==> config.mk <==
export PLATFORM = sky130hd
export DESIGN_NAME = led_bank_arbiter
export DESIGN_NICKNAME = d
export VERILOG_FILES = /design/src/rtl/led_bank_arbiter.sv
export SDC_FILE = /design/constraint.sdc
export NUM_CORES = 1
export LEC_CHECK = 0
export ABC_AREA = 1
export CORE_UTILIZATION = 63
export DETAILED_ROUTE_END_ITERATION = 6
export DONT_BUFFER_PORTS = 1
export PLACE_DENSITY = 0.84
export SLEW_MARGIN = 20
export SYNTH_ARGS = -nofsm -noshare
export SYNTH_HDL_FRONTEND = slang
export SYNTH_SLANG_ARGS = --single-unit
==> constraint.sdc <==
create_clock -name clk -period 3.1 [get_ports clk]
set_input_delay 0.31 -clock clk [delete_from_list [all_inputs] [get_ports clk]]
set_output_delay 0.31 -clock clk [all_outputs]
set_load 0.01 [all_outputs]
==> src/rtl/led_bank_arbiter.sv <==
`default_nettype none
// ============================================================================
// Module      : led_bank_arbiter
// Description : Round-robin arbiter sharing one LED bank among N_REQ
//               requesters. A new grant is protected from preemption by
//               another requester for HOLD_CYCLES edges, which means a grant
//               under contention stays visible for HOLD_CYCLES+1 cycles.
//               While nobody owns the bank, IDLE_PATTERN is driven.
//               Optional feature macro: LED_ARB_PRIORITY_EN. When it is
//               defined, requester 0 is an urgent override that preempts
//               any other owner and is never preempted itself.
// Ports       : clk    - system clock, rising edge
//               rst_n  - asynchronous active-low reset
//               req    - per-requester level request  [N_REQ]
//               data   - packed requester patterns    [N_REQ*LED_W]
//               grant  - registered one-hot grant or zero
//               led    - registered LED bank drive
//               busy   - registered, high while a grant is active
//               owner  - registered index of current/most recent grantee
// Revision    : 1.0 - initial release
// ============================================================================
module led_bank_arbiter #(
    parameter int               N_REQ        = 4,
    parameter int               LED_W        = 8,
    parameter int               HOLD_CYCLES  = 16,
    parameter logic [LED_W-1:0] IDLE_PATTERN = {LED_W{1'b0}}
) (
    input  logic                      clk,
    input  logic                      rst_n,
    input  logic [N_REQ-1:0]          req,
    input  logic [N_REQ*LED_W-1:0]    data,
    output logic [N_REQ-1:0]          grant,
    output logic [LED_W-1:0]          led,
    output logic                      busy,
    output logic [$clog2(N_REQ)-1:0]  owner
);

    localparam int OW = $clog2(N_REQ);
    localparam int CW = $clog2(HOLD_CYCLES + 1);
    // The counter is loaded with HOLD_CYCLES on every new grant so the
    // protected tenure is HOLD_CYCLES+1 displayed cycles.
    localparam logic [CW-1:0] HOLD_LOAD = CW'(HOLD_CYCLES);

    typedef enum logic [0:0] {
        ST_IDLE = 1'b0,
        ST_HOLD = 1'b1
    } state_t;

    state_t              state, state_n;
    logic [OW-1:0]       owner_n;
    logic                busy_n;
    logic [CW-1:0]       cnt, cnt_n;
    logic [LED_W-1:0]    led_n;
    logic [N_REQ-1:0]    grant_n;

    logic [OW-1:0]       pick;
    logic                others;
    logic                can_rotate;
    logic [LED_W-1:0]    pick_data;
    logic [LED_W-1:0]    owner_data;

    // Round-robin pick: scan offsets from N_REQ down to 1 so the smallest
    // offset from owner+1 overwrites last and wins; the owner itself
    // (offset N_REQ) is therefore considered last.
    always_comb begin
        pick   = owner;
        others = |(req & ~(N_REQ'(1) << owner));
        for (int k = N_REQ; k >= 1; k--) begin
            if (req[(int'(owner) + k) % N_REQ]) begin
                pick = OW'((int'(owner) + k) % N_REQ);
            end
        end
`ifdef LED_ARB_PRIORITY_EN
        if (req[0]) begin
            pick = '0;
        end
`endif
    end

`ifdef LED_ARB_PRIORITY_EN
    // Requester 0 is never rotated away from once it owns the bank.
    assign can_rotate = others && (owner != '0);
`else
    assign can_rotate = others;
`endif

    assign pick_data  = data[int'(pick)  * LED_W +: LED_W];
    assign owner_data = data[int'(owner) * LED_W +: LED_W];

    always_comb begin
        logic take;
        take    = 1'b0;
        state_n = state;
        owner_n = owner;
        busy_n  = busy;
        cnt_n   = cnt;
        led_n   = led;

        case (state)
            ST_IDLE: begin
                led_n = IDLE_PATTERN;
                if (|req) begin
                    take = 1'b1;
                end
            end
            ST_HOLD: begin
`ifdef LED_ARB_PRIORITY_EN
                if (req[0] && (owner != '0)) begin
                    take = 1'b1;
                end else
`endif
                if (!req[owner]) begin
                    // Owner released: hand off directly or fall back to idle.
                    if (others) begin
                        take = 1'b1;
                    end else begin
                        state_n = ST_IDLE;
                        busy_n  = 1'b0;
                        led_n   = IDLE_PATTERN;
                        cnt_n   = '0;
                    end
                end else if (cnt != '0) begin
                    cnt_n = cnt - 1'b1;
                    led_n = owner_data;
                end else if (can_rotate) begin
                    take = 1'b1;
                end else begin
                    // Sole requester after expiry keeps the bank, counter parks at 0.
                    led_n = owner_data;
                end
            end
            default: begin
                state_n = ST_IDLE;
                busy_n  = 1'b0;
                led_n   = IDLE_PATTERN;
            end
        endcase

        if (take) begin
            state_n = ST_HOLD;
            owner_n = pick;
            busy_n  = 1'b1;
            cnt_n   = HOLD_LOAD;
            led_n   = pick_data;
        end
    end

    assign grant_n = busy_n ? (N_REQ'(1) << owner_n) : '0;

    always_ff @(posedge clk or negedge rst_n) begin
        if (!rst_n) begin
            state <= ST_IDLE;
            grant <= '0;
            busy  <= 1'b0;
            led   <= IDLE_PATTERN;
            owner <= OW'(N_REQ - 1);
            cnt   <= '0;
        end else begin
            state <= state_n;
            grant <= grant_n;
            busy  <= busy_n;
            led   <= led_n;
            owner <= owner_n;
            cnt   <= cnt_n;
        end
    end

endmodule
`default_nettype wire
Yosys cells after proc, flatten, opt, wreduce, memory -nomap -nowiden
Cells that the tools add are included.
{ "totals": {"ramBits": 0, "romBits": 0, "latch_bits": 0, "wordCells": 84, "output_inout_bits": 15, "memories": 0, "ff_bits": 21} }
{ "op_classes": {"bitwise": 7, "n_div": 0, "n_reduce_logical": 10, "mux": 43, "eq_ne": 4, "order_cmp": 5, "n_mul": 0, "shifts": 4, "add_sub_neg": 5} }
{ "op_table": {"columns": ["cell", "n"], "rows": [
  ["32-bit by 6-bit indexed part select with 8-bit output", 2],
  ["8-bit two-way mux", 5],
  ["5-bit two-way mux", 5],
  ["1-bit two-way mux", 20],
  ["3-bit by 4-bit less-than comparator with 1-bit output, second input constant", 4],
  ["8-bit case mux with 2 select lines", 1],
  ["1-bit binary-select mux with 2-bit select", 5],
  ["2-bit two-way mux", 5],
  ["4-bit by 2-bit inequality test with 1-bit output, second input constant", 2],
  ["2-bit OR reduction", 4],
  ["4-bit OR reduction", 2],
  ["1-bit by 2-bit left shift with 4-bit output, first input constant", 2],
  ["3-bit by 1-bit inequality test with 1-bit output, second input constant", 2],
  ["5-bit nonzero test", 1],
  ["5-bit by 1-bit subtractor with 5-bit output, second input constant", 1],
  ["2-bit by 1-bit adder with 2-bit output, second input constant", 2],
  ["2-bit adder, second input constant", 2],
  ["1-bit bitwise AND, first input constant", 4],
  ["4-bit bitwise AND", 1],
  ["4-bit two-way mux", 1],
  ["4-bit inverter", 1],
  ["2-bit by 3-bit less-than comparator with 1-bit output, second input constant", 1],
  ["3-bit AND reduction", 1],
  ["1-bit case mux with 2 select lines", 1],
  ["other kinds (3)", 3]
]} }

Depth between registers and ports, before layout
{ "logic_depth": {"depth_word": 13, "mapped_depth": 16} }

Least setup slack after synthesis
Ideal clock, no wire load.
{ "synth_timing": {"path_kind": "register -> register", "startpoint": "reg owner[0]", "endpoint": "reg cnt[0]", "period_less_slack_ns": 2.369, "path_slack_ns": 0.731, "path_stages_with_launch": 15, "arrival_ns": 2.252, "n_path_buf": 2, "setup_ns": 0.118, "cell_sequence": "dfstp_2 inv_2 buf_6 clkbuf_1 ha_1 or2_2 nand2_1 nor2_1 nand3b_1 nand2_2 inv_2 nand3_2 nand2_1 nand2_1 nand2_1"} }
{ "synth_via": {"elab_chain_len": 10, "elab_cells_between_ends": 17} }
{ "synth_rtl": {"columns": ["element", "line_no", "rtl"], "rows": [
  ["from (decl)", "35", "output logic [$clog2(N_REQ)-1:0] owner"],
  ["from (signal assigned)", "156", "owner <= OW'(N_REQ - 1);"],
  ["from (signal assigned)", "163", "owner <= owner_n;"],
  ["1-bit by 2-bit left shift with 4-bit output", "67", "others = |(req & ~(N_REQ'(1) << owner));"],
  ["4-bit inverter", "67", null],
  ["4-bit bitwise AND", "67", null],
  ["4-bit OR reduction", "67", null],
  ["1-bit two-way mux", "114, 125", null],
  ["1-bit two-way mux", "122", "end else if (cnt != '0) begin"],
  ["1-bit two-way mux", "112", "if (!req[owner]) begin"],
  ["1-bit case mux with 2 select lines", "99", "case (state)"],
  ["3-bit by 1-bit inequality test with 1-bit output (no source line) or 2-bit nonzero test (tied branches)", null, null],
  ["3-bit AND reduction (no source line)", null, null],
  ["to (signal assigned)", "164", "cnt <= cnt_n;"],
  ["to (decl)", "52", "logic [CW-1:0] cnt, cnt_n;"]
]} }
Parallel ways exist; a longest one is shown, timed or not. The select of a mux whose other input is x is not followed.
A chain may end at the register's enable or synchronous reset.

Final worst setup path
{ "layout_timing": {"startpoint": "reg owner[1]", "endpoint": "reg led[2]"} }
{ "layout_via": {"elab_chain_len": 10, "elab_cells_between_ends": 40} }
{ "layout_rtl": {"columns": ["element", "line_no", "rtl"], "rows": [
  ["2-bit by 1-bit adder with 2-bit output or 1-bit by 2-bit left shift with 4-bit output (tied branches)", "69, 70, 67", null],
  ["1-bit binary-select mux with 2-bit select or 4-bit inverter (tied branches)", "69, 67", null],
  ["1-bit two-way mux (not written as such) or 4-bit bitwise AND (tied branches)", "69, 67", null],
  ["1-bit two-way mux (not written as such) or 4-bit OR reduction (tied branches)", "69, 67", null],
  ["2-bit two-way mux or 1-bit two-way mux (tied branches)", "69, 114, 125", null],
  ["2-bit two-way mux or 1-bit two-way mux (tied branches)", "69, 122", null],
  ["2-bit two-way mux or 1-bit two-way mux (tied branches)", "69, 112", null],
  ["2-bit two-way mux or 1-bit case mux with 2 select lines (tied branches)", "69, 99", null],
  ["32-bit by 6-bit indexed part select with 8-bit output or 4-bit by 2-bit inequality test with 1-bit output (tied branches)", null, null],
  ["8-bit two-way mux or 2-bit AND reduction (tied branches)", null, null],
  ["to (signal assigned)", "162", "led <= led_n;"],
  ["to (decl)", "33", "output logic [LED_W-1:0] led,"]
]} }
Parallel ways exist; a longest one is shown, timed or not. The select of a mux whose other input is x is not followed.

==> out/results.txt <==
outcome - finished, final reports clean
CP Launch Type - flip-flop
post-route minimum period - 2.62 ns
post-CTS setup buffer count - 0
cts repair resizes - 0
sequential share of the synthesized area - 0.303
antenna violations before repair - 0
Worst-Margin Slew - 0.921 ns
Clock Skews - 0.00536 ns
Starting DRT DRC Count - 67
Max rail drop VDD - 1.13 mV
Routed Wire Length - 4160 um
Max Slew Vio Count - 0
vias in the first global route - 1504
global-route wire length before repair - 6490 um
Syn Area/Cell - 6.73 um^2
crit path kind - flip-flop to flip-flop
RSZ-0062 raised after global routing - no
worst hold path startpoint - data[16]
CTS tree - yes
min-delay worst type - input pin to flip-flop
TritonRoute pass-1 iters - 5
clock slew at reported path FFs - 0.12 ns
# H-tree levels - 1
antenna fix cells - 0
final hold viol count - 0
Routed WL per cell - 14.7 um
Setup TNS Final - 0 ns
CTS root buffer - clkbuf_4
Max Cap Viol - 0
clk_lat worst skew - 0.30 ns
post-place setup slack - 0.543 ns
RD Place Congestion - 0.903
drt drc - 0
FMAX - 381 MHz
crit path DAT - 2.87 ns
Clock Path Buffers - 2
Port Buffers - 0
worst setup path start - owner[1]
Setup-failing EPs final - 0
placed cell area - 1710 um^2
core region area - 2540 um^2
crit-path max FO - 18
WP data required - 3.34 ns
Syn Nets - 302
Die H - 54.6 um
initial core utilization - 0.685
row cnt - 18
unique cell type count in the Yosys netlist - 25
via count - 1716
ANT nets after route - 0
pwr dens - 1490 nW/um^2
total gr overflow - 0
Layout Cells excl Fill - 283
crit share post-route - 0.846
Tot Pwr - 2610 uW
Ports - 53
die width - 54.6 um
# clock sinks - 21
Nets - 297
Leak Pwr - 0.000897 uW
Async S/R FF share, synth - 1.00
Mapped Area - 1740 um^2
Finished Cell Area - 1750 um^2
slew margin rel. - 0.384
CP Capture Type - flip-flop
Warnings, synthesis - 0
share of post-route cells with drive strength above 1 - 0.107
Area growth syn-to-layout - 0.431%
vias per cell - 6.06
# hold bufs at CTS - 1
placed cell count - 278
number of synthesized flops with an enable pin - 0
GRT Total Usage - 0.304
die footprint - 2980 um^2
synthesis-stage register bit count - 21
Mapped Cells - 259
fin worst setup slack - 0.476 ns
reg2reg start - owner[1]
Detail Placement HPWL - 3020 um
ys flop type - dfrtp_1
largest net degree at the start of global routing - 27
TritonCTS buffer count - 3
flip-flops by register name, summed over array words and instances (netlist names):
| signal | count |
|---|---|
| owner | 2 |
| state | 1 |
| led | 8 |
| busy | 1 |
| grant | 4 |
| cnt | 5 |
path summary, 6_finish.rpt:
path                           to  slack [ns]  cells past startpoint
max                        led[2]        0.48                     12
min                        led[0]        0.24                      4
max reg2reg                led[2]        0.48                     12
min reg2reg                cnt[1]        0.48                      2
max in group asynchronous  led[4]        1.96                      1
min in group asynchronous  cnt[3]        0.57                      1
synthesized netlist by cell type, types with 4 or more instances:
library cell	number	share of area
nand4_1	9	0.032
o21ai_0	18	0.052
o22ai_1	9	0.032
nor2_1	25	0.054
clkbuf_1	5	0.011
inv_1	15	0.032
nand2_2	4	0.014
ha_1	5	0.036
nand2_1	63	0.14
nand3_1	55	0.16
dfrtp_1	19	0.27
nand2_4	5	0.032
inv_2	4	0.0086
area by class of cell:
cell class              instances  area [um^2]
multi-input cells             206         1060
fillers                       255          795
flip-flops and latches         21          528
inverters                      19         71.3
well taps                      30         37.5
repair buffers                  3         25.0
clock buffers                   3         22.5
clock inverters                 1         5.00
placed cells by master (no fill, tap or decap):
cell           netlist  layout
o21ai_2              1       1
clkinv_2             0       1
buf_4                2       2
xnor2_1              2       2
or2_1                1       1
inv_2                4       4
dfstp_2              2       2
clkbuf_4             0       3
ha_1                 5       5
o21ai_0             18      18
nand2_4              5       5
nor3_1               3       3
dfrtp_1             19      19
nand3_1             55      55
nand3_4              1       1
nand3b_1             1       1
nand3_2              3       3
nand2_2              4       4
nand2_1             63      63
or2_2                1       1
o22ai_1              9       9
nand4_1              9       9
dlygate4sd3_1        0       1
inv_1               15      15
nor2_1              25      25
power by group:
part / total, uW / internal, uW / switching [uW] / leakage [uW]
combinational: 1910 / 631 / 1280 / 0.000624
clock: 130 / 48.1 / 82.3 / 0.0000177
sequential: 564 / 424 / 140 / 0.000256
cell families (layout without fill, tap and decap cells):
family                     after synthesis  after routing  share of synthesized area
and+or+nand+nor                        171            171                      0.474
buffers and inverters                   32             26                     0.0883
AOI/OAI and AO/OA                       28             28                     0.0890
DFF                                     21             21                      0.303
adders and majority gates                5              5                     0.0359
xor gates and xnor gates                 2              2                     0.0101
per-layer routing:
layer  up-vias  track usage  wire (um)
met1       781        0.392       1750
li1        856            -          -
met2        75        0.500       1990
met3         4       0.0972        408
met4         0       0.0513         21
met5         -            0          0
critical path, cell delays in order, from the launching register on:
cell	delay (ns)
dfstp_2	0.75
inv_1	0.29
ha_1	0.41
inv_1	0.07
nand2_1	0.09
nand2_1	0.06
inv_2	0.09
nand3_4	0.22
nand2_4	0.26
nand2_1	0.07
nand3_1	0.09
nand3_1	0.08
nand2_1	0.08
through the flow:
step	util	hold WS, ns
floorplan	-	0.0144
global placement	0.673	0.0148
detailed placement	0.673	0.0148
CTS	0.688	0.240
global route	0.688	0.240
finish	0.688	0.243
(Power assumes the default switching activity.)
